<file path="config.mk">
export PLATFORM = sky130hd
export DESIGN_NAME = wavetable_mixer
export DESIGN_NICKNAME = d
export VERILOG_FILES = /design/src/rtl/wavetable_mixer.sv
export SDC_FILE = /design/constraint.sdc
export NUM_CORES = 1
export LEC_CHECK = 0
export CORE_UTILIZATION = 35
export CTS_CLUSTER_SIZE = 40
export DETAILED_ROUTE_END_ITERATION = 10
export PLACE_DENSITY_LB_ADDON = 0.1
export SKIP_LAST_GASP = 1
export SLEW_MARGIN = 20
export SYNTH_ARGS = -nofsm -noshare
export SYNTH_HDL_FRONTEND = slang
export SYNTH_SLANG_ARGS = --single-unit
export TNS_END_PERCENT = 30
</file>
<file path="constraint.sdc">
create_clock -name CLOCK_50 -period 19.98 [get_ports CLOCK_50]
set_input_delay 3.996 -clock CLOCK_50 [delete_from_list [all_inputs] [get_ports CLOCK_50]]
set_output_delay 3.996 -clock CLOCK_50 [all_outputs]
set_load 0.02 [all_outputs]
</file>
<file path="src/rtl/wavetable_mixer.sv">
// Multi-voice wavetable synthesizer: per-voice phase accumulators share one
// synchronous ROM port, and the attenuated voices are summed into one saturated sample per request.
module wavetable_mixer #(
    parameter int unsigned NUM_VOICES = 4,
    parameter int unsigned SAMPLE_W   = 32,
    parameter int unsigned PHASE_W    = 24,
    parameter int unsigned TABLE_AW   = 8,
    parameter int unsigned VOL_W      = 3
) (
    input  logic                           CLOCK_50,
    input  logic                           reset,
    input  logic                           sample_req,
    input  logic [NUM_VOICES-1:0]          voice_en,
    input  logic [NUM_VOICES*PHASE_W-1:0]  phase_inc,
    input  logic [NUM_VOICES*VOL_W-1:0]    vol,
    output logic [TABLE_AW-1:0]            rom_addr,
    input  logic [SAMPLE_W-1:0]            rom_q,
    output logic [SAMPLE_W-1:0]            sample,
    output logic                           sample_valid,
    output logic                           busy,
    output logic                           overrun
);

    localparam int unsigned ACC_W  = SAMPLE_W + $clog2(NUM_VOICES) + 1;
    localparam int unsigned IDX_W  = $clog2(NUM_VOICES + 2);
    localparam int unsigned VSEL_W = (NUM_VOICES > 1) ? $clog2(NUM_VOICES) : 1;
    localparam int unsigned HI_W   = ACC_W - SAMPLE_W + 1;

    typedef enum logic {IDLE, RUN} state_t;

    state_t                    state;
    logic [IDX_W-1:0]          idx;
    logic signed [ACC_W-1:0]   acc;
    logic [PHASE_W-1:0]        phase  [NUM_VOICES];
    logic [PHASE_W-1:0]        inc_sh [NUM_VOICES];
    logic [VOL_W-1:0]          vol_sh [NUM_VOICES];
    logic [NUM_VOICES-1:0]     en_sh;

    logic [VSEL_W-1:0]         wr_voice;
    logic [VSEL_W-1:0]         rd_voice;
    logic [PHASE_W-1:0]        addr_phase;
    logic [VOL_W-1:0]          rd_vol;
    logic signed [SAMPLE_W-1:0] shifted;
    logic signed [SAMPLE_W-1:0] att;
    logic signed [ACC_W-1:0]   sum;
    logic [HI_W-1:0]           sum_hi;
    logic [SAMPLE_W-1:0]       sum_sat;

    // idx addresses the voice being read; idx-1 is the voice whose ROM data is on rom_q
    always_comb begin
        wr_voice   = VSEL_W'(idx);
        rd_voice   = VSEL_W'(idx - IDX_W'(1));
        addr_phase = phase[wr_voice];
        rom_addr   = '0;
        if (state == RUN && idx < IDX_W'(NUM_VOICES)) begin
            rom_addr = addr_phase[PHASE_W-1 -: TABLE_AW];
        end
        rd_vol  = vol_sh[rd_voice];
        shifted = $signed(rom_q) >>> rd_vol;
        att     = '0;
        if (en_sh[rd_voice] && !(&rd_vol)) begin
            att = shifted;
        end
        sum     = acc + {{(ACC_W-SAMPLE_W){att[SAMPLE_W-1]}}, att};
        sum_hi  = sum[ACC_W-1:SAMPLE_W-1];
        sum_sat = sum[SAMPLE_W-1:0];
        if (!(&sum_hi) && (|sum_hi)) begin
            sum_sat = sum[ACC_W-1] ? {1'b1, {(SAMPLE_W-1){1'b0}}}
                                   : {1'b0, {(SAMPLE_W-1){1'b1}}};
        end
    end

    always_ff @(posedge CLOCK_50 or posedge reset) begin
        if (reset) begin
            state        <= IDLE;
            idx          <= '0;
            acc          <= '0;
            en_sh        <= '0;
            sample       <= '0;
            sample_valid <= 1'b0;
            busy         <= 1'b0;
            overrun      <= 1'b0;
            for (int i = 0; i < NUM_VOICES; i++) begin
                phase[i]  <= '0;
                inc_sh[i] <= '0;
                vol_sh[i] <= '0;
            end
        end else begin
            sample_valid <= 1'b0;
            case (state)
                IDLE: begin
                    if (sample_req) begin
                        for (int i = 0; i < NUM_VOICES; i++) begin
                            inc_sh[i] <= phase_inc[i*PHASE_W +: PHASE_W];
                            vol_sh[i] <= vol[i*VOL_W +: VOL_W];
                        end
                        en_sh <= voice_en;
                        acc   <= '0;
                        idx   <= '0;
                        busy  <= 1'b1;
                        state <= RUN;
                    end
                end
                RUN: begin
                    if (sample_req) begin
                        overrun <= 1'b1;
                    end
                    idx <= idx + IDX_W'(1);
                    // phase advances as its address is registered by the ROM
                    if (idx < IDX_W'(NUM_VOICES)) begin
                        phase[wr_voice] <= en_sh[wr_voice] ? addr_phase + inc_sh[wr_voice]
                                                           : '0;
                    end
                    if (idx != '0) begin
                        acc <= sum;
                    end
                    if (idx == IDX_W'(NUM_VOICES)) begin
                        sample       <= sum_sat;
                        sample_valid <= 1'b1;
                        busy         <= 1'b0;
                        idx          <= '0;
                        state        <= IDLE;
                    end
                end
                default: state <= IDLE;
            endcase
        end
    end

endmodule

</file>
==> flow_metrics.tcl <==
set metrics [dict create \
    synth.most_common_cell "dfrtp_1" \
    worstHoldPathType "flip-flop to flip-flop" \
    gp_congestion 0.818 \
    port_buffers 189 \
    die_area_mm2 0.0456 \
    synth_edf_count 0 \
    cp_cell_sequence "clkdlybuf4s50_1 -> mux2_2 -> nand2_1 -> o21ai_0 -> a22o_1 -> ha_1 -> fa_1 -> a211oi_1 -> o21ai_0 -> nand2_1 -> a2111o_1 -> a31oi_2 -> or4_4 -> and3_4 -> a31oi_4 -> o21ai_1 -> o21ai_1" \
    drc_errors 0 \
    clkLatencyLatePin_ps 560 \
    synthCells 1410 \
    pin_count 190 \
    ys_warn_count 0 \
    cts.sinks 282 \
    coreArea_mm2 0.0442 \
    tightest_slew_ps 1130 \
    cts.reportedPaths.clkPinSlew_ps 60 \
    wl_um 41200 \
    antenna_cells 0 \
    clockBufferDepth 3 \
    status "complete, no violations" \
    vias 11426 \
    antenna_found_initial 0 \
    cap_violations 0 \
    grt_max_degree 166 \
    crit_type "input pin to flip-flop" \
    drt_iter0_drc 531 \
    post-route-period-util_pct 41.3 \
    critPathTopFamily "compound AO/OA/AOI/OAI gates" \
    yosys.area.top_type "dfrtp_1" \
    fmax_mhz 121 \
    cts-resized-gates 0 \
    ys.flop_type "dfrtp_1" \
    fin_crit_ps 8260 \
    synth-async-reset-ratio_pct 100 \
    drtPass1Iterations 5 \
    start_util_pct 35.4 \
    grt_pass1_vias 11889 \
    setup_viol 0 \
    hold_viol 0 \
    cts_tree "done" \
    final_cell_area_mm2 0.0194 \
    dp_hpwl_um 27800 \
    fin_nets 1778 \
    cts_buffers 36 \
    crit_path_max_fanout 30 \
    vias_per_cell 5.22 \
    fp.dieH_um 214 \
    synthTopCellsByArea "dfrtp_1 45%, mux2_2 8.3%, mux4_2 7.2%" \
    multi_input_area_mm2 0.00821 \
    cp-end-kind "flip-flop" \
    synth_cell_types 69 \
    grt_first_pass_wirelength_um 66200 \
    slowest_stage "a31oi_4" \
    synth_commonest_cells "282 x dfrtp_1, 179 x nand2_1, 116 x mux2_2, 111 x o21ai_0, 65 x a22o_1" \
    cts_setup_buffers 0 \
    syn_to_final_growth_pct 23.5 \
    arrival_ps 8730 \
    syn_nets 1620 \
    cp_slowest_stage_delay_ps 850 \
    maxSlewHeadroom_pct 24.4 \
    critPathRequiredTime_ps 20450 \
    grt-ovfl-total 0 \
    synth_top_area_share_pct 45.0 \
    critPathLaunchType "input pin" \
    h-tree-depth 2 \
    clock-root-buffer "clkbuf_16" \
    cts-hold-fix-buffers 0 \
    path_buf_inv 1 \
    syn_area_per_cell_um2 11.1 \
    setup_tns_ps 0 \
    ant_nets 0 \
    grt_use_total_pct 18.5 \
    synth_seq_cells 282 \
    ys_seq_area_share_pct 45.0 \
    drive_gt1_share_pct 17.1 \
    fin_skew_ps 16.2 \
    rsz0062_at_grt "no" \
    avgRoutedWirePerCell_um 18.8 \
    regArea_mm2 0.00706 \
    final.fill_count 4228 \
    drv_slew 0 \
    die_w_um 214 \
    placed_cell_area_mm2 0.0181 \
    fp-row-count 77 \
    syn_area_mm2 0.0157 \
]
-- logic make-up after synthesis --
kind of cell	share of synthesized area [%]
buffers and inverters	2.67
and+or+nand+nor	8.28
muxes	19.5
DFF	45.0
AOI/OAI and AO/OA	16.6
adders and majority gates	5.13
xor gates and xnor gates	2.79
-- through the flow --
step | setup WS (ps) | util, % | instances | hold WS [ps]
2_1_floorplan | 8210 | - | 1410 | 443
3_3_place_gp | 11270 | 41.0 | 2122 | 447
3_5_place_dp | 11190 | 41.0 | 2122 | 451
4_1_cts | 11740 | 43.8 | 2187 | 463
5_1_grt | 11500 | 43.8 | 2187 | 482
6_report | 11720 | 43.8 | 2187 | 458
-- layer usage --
layer | track usage [%] | vias to the layer above | part of all wire (%)
met3 | 3.02 | 58 | 3.8
met2 | 30.9 | 195 | 48
met1 | 24.7 | 5639 | 46
met4 | 5.54 | 0 | 2.1
met5 | 0 | - | 0
li1 | - | 5534 | -
-- path summary, 6_finish.rpt --
| path | startpoint | slack, ps | depth (start not counted) | end |
|---|---|---|---|---|
| min | overrun$_DFFE_PP0P_ | 460 | 1 | overrun$_DFFE_PP0P_ |
| min reg2reg | overrun$_DFFE_PP0P_ | 460 | 1 | overrun$_DFFE_PP0P_ |
| max in group asynchronous | reset | 14480 | 3 | inc_sh[21]$_DFFE_PP0P_ |
| max | rom_q[3] | 11720 | 17 | sample[10]$_DFFE_PP0P_ |
| max reg2reg | idx[1]$_DFFE_PP0P_ | 12750 | 20 | sample[10]$_DFFE_PP0P_ |
| min in group asynchronous | reset | 4010 | 2 | sample[3]$_DFFE_PP0P_ |
-- sequential cells by signal, indices dropped and copies added, names as in the netlist, 3 cells and up --
signal and cells:
inc_sh 96, phase 96, acc 35, sample 32, vol_sh 12, en_sh 4
idx 3
-- placed cells by master (no fill, tap or decap), types with 14 or more instances in the layout --
cell type	instances
clkdlybuf4s50_1	189
o21ai_0	111
inv_1	14
o31ai_1	17
clkbuf_16	36
a21o_1	23
and2_1	14
nand2_1	179
mux2i_1	57
mux4_2	52
a22o_1	65
a21oi_1	44
nor2_1	42
dfrtp_1	280
mux2_2	116
o21ai_1	62
xnor2_1	35
buf_4	16
ha_1	61
-- worst reg2reg max path, cell delays in order, from the launching register on --
cell      delay (ps)
dfrtp_2          330
buf_4            720
inv_1            220
ha_1             490
mux4_2           250
buf_4            470
nand2_1          210
and3_1           520
a22o_1           330
ha_1             220
fa_1             430
a211oi_1         320
o21ai_0          190
nand2_1          160
a2111o_1         180
a31oi_2          140
or4_4            540
and3_4           210
a31oi_4          860
o21ai_1          220
o21ai_1          150
-- final cells by class --
| cell class | count | area share, % |
|---|---|---|
| multi-input cells | 1027 | 42.4 |
| flip-flops and latches | 282 | 36.5 |
| repair buffers | 206 | 10.5 |
| clock buffers | 51 | 5.51 |
| well taps | 592 | 3.83 |
| clock inverters | 14 | 0.931 |
| inverters | 15 | 0.330 |
Power is left out: the tool's default activity adds up to more than one toggle a clock period on the data nets, which glitch-free logic cannot reach.
